`config.mk`:
```
export PLATFORM = sky130hd
export DESIGN_NAME = busca_comparador_ctrl
export DESIGN_NICKNAME = d
export VERILOG_FILES = /design/src/rtl/busca_comparador_ctrl_pkg.sv /design/src/rtl/busca_comparador_ctrl_cmp_eq6.sv /design/src/rtl/busca_comparador_ctrl.sv
export SDC_FILE = /design/constraint.sdc
export NUM_CORES = 1
export LEC_CHECK = 0
export CAP_MARGIN = 10
export CELL_PAD_IN_SITES_DETAIL_PLACEMENT = 0
export CELL_PAD_IN_SITES_GLOBAL_PLACEMENT = 1
export CORE_MARGIN = 2
export CORE_UTILIZATION = 43
export DETAILED_ROUTE_END_ITERATION = 8
export PLACE_DENSITY_LB_ADDON = 0.3
export SYNTH_ARGS = -nofsm -noshare
export SYNTH_HDL_FRONTEND = slang
export SYNTH_HIERARCHICAL = 1
export SYNTH_SLANG_ARGS = --single-unit
export TNS_END_PERCENT = 20
```
`constraint.sdc`:
```
create_clock -name clk -period 2.8 [get_ports clk]
set_clock_uncertainty 0.2 [all_clocks]
set_input_delay 0.56 -clock clk [delete_from_list [all_inputs] [get_ports clk]]
set_output_delay 0.56 -clock clk [all_outputs]
set_load 0.01 [all_outputs]
```
`src/rtl/busca_comparador_ctrl_pkg.sv`:
```
// Shared definitions for the busca search controller: the comparator width,
// the default table depth and the controller state encoding.
package busca_pkg;

  localparam int BUSCA_WIDTH     = 6;
  localparam int BUSCA_DEPTH_DEF = 8;

  typedef enum logic [1:0] {
    ST_IDLE = 2'd0,
    ST_SCAN = 2'd1,
    ST_DONE = 2'd2
  } busca_state_e;

endpackage

```
`src/rtl/busca_comparador_ctrl_cmp_eq6.sv`:
```
// 6-bit equality comparator: XNOR each bit pair, AND-reduce the result.
// Purely combinational; entry validity is handled by the caller.
module cmp_eq6
  import busca_pkg::*;
(
  input  logic [BUSCA_WIDTH-1:0] a_i,
  input  logic [BUSCA_WIDTH-1:0] b_i,
  output logic                   eq_o
);

  logic [BUSCA_WIDTH-1:0] same_bits;

  assign same_bits = a_i ~^ b_i;
  assign eq_o      = &same_bits;

endmodule

```
`src/rtl/busca_comparador_ctrl.sv`:
```
// Sequential search controller. Holds a DEPTH-entry table of 6-bit values
// with per-entry valid bits and, on start, walks the table one entry per
// clock through a single cmp_eq6 instance, reporting found / lowest index /
// match count with a one-cycle done pulse.
// Optional build macro: BUSCA_EARLY_EXIT_EN -- stop the scan at the first
// valid hit (match_count is then 1 on a hit, 0 on a miss).
module busca_comparador_ctrl
  import busca_pkg::*;
#(
  parameter int DEPTH = BUSCA_DEPTH_DEF,
  parameter int WIDTH = BUSCA_WIDTH,
  localparam int IW = $clog2(DEPTH)
) (
  input  logic             clk,
  input  logic             reset,
  input  logic             wr_en,
  input  logic [IW-1:0]    wr_addr,
  input  logic [WIDTH-1:0] wr_data,
  input  logic             start,
  input  logic [WIDTH-1:0] key,
  output logic             busy,
  output logic             done,
  output logic             found,
  output logic [IW-1:0]    match_idx,
  output logic [IW:0]      match_count
);

  localparam logic [IW-1:0] IDX_ONE  = IW'(1);
  localparam logic [IW-1:0] IDX_LAST = IW'(DEPTH - 1);
  localparam logic [IW:0]   CNT_ONE  = (IW + 1)'(1);

  // Table storage (data, never reset) and its valid bits (control, reset).
  logic [WIDTH-1:0] tbl_q [DEPTH];
  logic [DEPTH-1:0] valid_q;

  // Scan state.
  busca_state_e     state_q, state_d;
  logic [WIDTH-1:0] key_q;
  logic [IW-1:0]    idx_q, idx_d;
  logic [IW:0]      cnt_q, cnt_d;
  logic             first_q, first_d;
  logic [IW-1:0]    fidx_q, fidx_d;

  // Registered outputs.
  logic             busy_q, done_q, found_q;
  logic [IW-1:0]    midx_q;
  logic [IW:0]      mcnt_q;

  logic             cmp_eq;
  logic             hit;
  logic             last;
  logic             accept;
  logic             wr_ok;
  logic             finish;

  cmp_eq6 u_cmp (
    .a_i  (tbl_q[idx_q]),
    .b_i  (key_q),
    .eq_o (cmp_eq)
  );

  assign hit    = cmp_eq & valid_q[idx_q];
  assign last   = (idx_q == IDX_LAST);
  assign accept = (state_q == ST_IDLE) & start;
  assign wr_ok  = (state_q == ST_IDLE) & wr_en;
  assign finish = (state_q == ST_SCAN) & (state_d == ST_DONE);

  // Next-state logic: scan bookkeeping and the IDLE/SCAN/DONE sequencing.
  always_comb begin
    state_d = state_q;
    idx_d   = idx_q;
    cnt_d   = cnt_q;
    first_d = first_q;
    fidx_d  = fidx_q;
    case (state_q)
      ST_IDLE: begin
        if (start) begin
          state_d = ST_SCAN;
          idx_d   = '0;
          cnt_d   = '0;
          first_d = 1'b0;
          fidx_d  = '0;
        end
      end
      ST_SCAN: begin
        if (hit) begin
          cnt_d = cnt_q + CNT_ONE;
          if (!first_q) begin
            first_d = 1'b1;
            fidx_d  = idx_q;
          end
        end
        // idx stops at the last entry instead of wrapping.
        if (!last) begin
          idx_d = idx_q + IDX_ONE;
        end
`ifdef BUSCA_EARLY_EXIT_EN
        if (hit || last) begin
          state_d = ST_DONE;
        end
`else
        if (last) begin
          state_d = ST_DONE;
        end
`endif
      end
      ST_DONE: begin
        state_d = ST_IDLE;
      end
      default: begin
        state_d = ST_IDLE;
      end
    endcase
  end

  // Control registers: state, scratch results, valid bits and outputs.
  // Results are loaded on the edge entering DONE so they are visible
  // together with the done pulse.
  always_ff @(posedge clk) begin
    if (reset) begin
      state_q <= ST_IDLE;
      idx_q   <= '0;
      cnt_q   <= '0;
      first_q <= 1'b0;
      fidx_q  <= '0;
      valid_q <= '0;
      busy_q  <= 1'b0;
      done_q  <= 1'b0;
      found_q <= 1'b0;
      midx_q  <= '0;
      mcnt_q  <= '0;
    end else begin
      state_q <= state_d;
      idx_q   <= idx_d;
      cnt_q   <= cnt_d;
      first_q <= first_d;
      fidx_q  <= fidx_d;
      if (wr_ok) begin
        valid_q[wr_addr] <= 1'b1;
      end
      busy_q <= (state_d != ST_IDLE);
      done_q <= (state_d == ST_DONE);
      if (finish) begin
        found_q <= first_d;
        midx_q  <= fidx_d;
        mcnt_q  <= cnt_d;
      end
    end
  end

  // Data registers: table contents and the latched key. Writes are only
  // taken in IDLE, so the table is frozen while a scan is running.
  always_ff @(posedge clk) begin
    if (wr_ok) begin
      tbl_q[wr_addr] <= wr_data;
    end
    if (accept) begin
      key_q <= key;
    end
  end

  assign busy        = busy_q;
  assign done        = done_q;
  assign found       = found_q;
  assign match_idx   = midx_q;
  assign match_count = mcnt_q;

endmodule

```
==> results.cfg <==
[pwr]
swShare = 0.214
pwr-share-seq = 0.583
finalPower_mw = 2.43
ir_worst_vdd_v = 0.000219
p_int_mw = 1.91
clockPowerShare = 0.341
p_switching_uw = 520
p_leak_nw = 1.50
p_per_area_nw_per_um2 = 561
combPwrFrac = 0.076

[timing]
slew_headroom = 0.694
period_minus_slack_ps = 2980
setup-violations-final = 12
rsz0062_at_grt = yes
fmax_mhz = 336
max_slew.worst_pin.slew_ps = 458
timing.final.crit_share = 1.06
finalWorstSetupSlack_ps = -179
hold_viol_final = 0
fin_setup_tns_ps = -1000
slew_violations = 0

[final_layout]
regArea_um2 = 2310
fin_area_um2 = 4340
diodes = 0
multi_input_area_um2 = 1220
num-fill-cells = 646
layout-drive-gt1-share = 0.241
nNetsFinal = 316
syn2layout_area_growth_pct = 23.5

[status]
status = complete, but fails checks
violations = negative setup slack

[detailed_routing]
drc = 0
drtIter0Drc = 91
wl_per_cell_um = 16.5
ant_nets = 0
drt-vias-per-instance = 5.07
drtPass1Iterations = 4
routed_wl_um = 6600
num_vias = 2032

[global_routing]
grt_pass1_wl_um = 10200
antenna_found_initial = 0
grt_overflow = 0
grt_pass1_vias = 1960
grt_max_degree = 22
track_usage = 0.160

[synth]
syn_area_um2 = 3510
syn-num-nets = 265
synth_warnings = 6
synth_edf_count = 54
synth.distinct_cells = 41
syn-mean-instance-area_um2 = 14.5
synth_flop_cell = edfxtp_1
synth_cells = 243
synth_seq_area_share = 0.655
async_reset_ff_frac = 0
synth-seq-cells = 88

[clocking]
htree_levels = 3
cts_made_buffers = 9
cts-root-buf = clkbuf_8
postCtsHoldBufs = 0
cts_sinks = 88
cts_tree = yes
clk_path_buf_depth = 2
clk_pin_slew_ps = 80
clk_latency_ps = 350

[worst_setup_path]
r2r_end = match_count[3]
rrSetupSlack_ps = -180
endpoint_kind = flop
crit_type = reg2reg
start_kind = flop
cp.required_ps = 2860
r2r_cells = 10
worst-path-max-fanout = 5
crit_arrival_ps = 3040

[hold_path]
whs_endpoint = valid_q[3]
min_path_cells = 2
worstHoldPathType = reg2reg
min_from = valid_q[3]

[job]
drv_cap = 0

[placed_design]
gp_congestion = 0.720
hpwl_um = 4250
io_buffers = 28
placed_area_um2 = 4000

[floorplan]
die_area_um2 = 8910
start_util = 0.450
coreArea_um2 = 7810
io-pin-count = 29
num_rows = 32
dieHeight_um = 94.4
dieWidth_um = 94.4
flip-flops by register name, indices dropped and copies added, names as in the netlist, named ones only:
signal,count
tbl_q,48
valid_q,8
key_q,6
cnt_q,4
match_count,4
fidx_q,3
idx_q,3
match_idx,3
state_q,2
busy,1
done,1
first_q,1
found,1
routing by layer:
metal,track usage,part of all wire,vias to the layer above
li1,-,-,1000
met1,0.232,0.50,980
met2,0.232,0.44,40
met3,0.0319,0.037,12
met4,0.0797,0.022,0
met5,0,0,-
logic make-up (layout without fill, tap and decap cells):
logic type,count (synthesis),count (layout),share of synthesized area
buf+inv,10,66,0.0167
mux,31,31,0.135
fa+ha+maj,3,3,0.0107
compound gates,19,19,0.0463
xor+xnor,8,8,0.0199
flops,88,88,0.655
simple gates,84,84,0.117
cell usage after synthesis, types with 5 or more instances:
cell | instances | area share
nand2b_1 | 7 | 0.012
a21oi_1 | 5 | 0.0071
dfxtp_1 | 34 | 0.19
nand3b_1 | 5 | 0.011
mux2_2 | 10 | 0.032
edfxtp_1 | 54 | 0.46
nand2_1 | 9 | 0.0096
mux4_2 | 12 | 0.077
nor2_1 | 45 | 0.048
mux2i_1 | 9 | 0.026
a211oi_1 | 6 | 0.013
through the flow:
stage | hold WS (ps) | worst slack [ps] | instances | util
after floorplan | 235 | -43.8 | 243 | -
after global placement | 246 | -177 | 379 | 0.513
after detailed placement | 260 | -233 | 379 | 0.513
after CTS | 278 | -172 | 399 | 0.550
after global routing | 303 | -294 | 401 | 0.556
final | 272 | -179 | 401 | 0.556
what timing repair did:
| action | CTS | global route |
|---|---|---|
| setup endpoints to repair | 14 | 16 |
| setup buffers | 4 | 2 |
| pin swaps | 7 | 2 |
| hold endpoints to repair | 0 | 0 |
| resized for setup | 6 | 6 |
worst max-delay path by stage:
stage | from | to | slack (ps) | depth (start not counted)
CTS | flop | match_count[3] | -170 | 10
floorplan | flop | match_count[3] | -40 | 10
finish | flop | match_count[3] | -180 | 10
global route | flop | match_count[3] | -290 | 10
detailed placement | flop | match_count[3] | -230 | 9
global placement | flop | match_count[3] | -180 | 9
power by group through the flow:
stage          clock network, mW  registers (mW)  logic (mW)
3_5_place_dp                   0            1.45       0.149
5_1_grt                    0.887            1.42       0.199
6_report                   0.830            1.42       0.184
2_1_floorplan                  0            1.44       0.101
3_3_place_gp                   0            1.45       0.149
4_1_cts                    0.844            1.42       0.180
critical path, cell delays in order (launching register included):
cell and delay, ps:
dfxtp_4 380, buf_12 130, buf_12 110, mux4_2 480, mux2_2 310, xor2_1 170
nor3_2 190, o221a_4 240, nand3_4 80, or3_4 370, a311oi_2 230
final cells by class:
class | count | area share
multi-input cells | 145 | 0.280
well taps | 102 | 0.0294
clock buffers | 14 | 0.0409
inverters | 1 | 0.000865
flip-flops and latches | 88 | 0.531
repair buffers | 49 | 0.114
clock inverters | 2 | 0.00288
placed cells by master, fill, tap and decap left out, types with 3 or more instances in the layout:
cell type / instances
nand2b_1: 7
clkbuf_8: 10
nor3_1: 4
xnor2_2: 4
nand2_1: 9
edfxtp_1: 54
dfxtp_1: 33
xor2_1: 4
a21oi_1: 5
mux2_4: 3
nand3b_1: 5
buf_4: 16
nor2_1: 45
mux2i_1: 9
a211oi_1: 4
ha_1: 3
clkdlybuf4s50_1: 28
buf_12: 4
mux2_2: 7
mux4_2: 12
No activity file was read; power rests on OpenSTA's default activity.
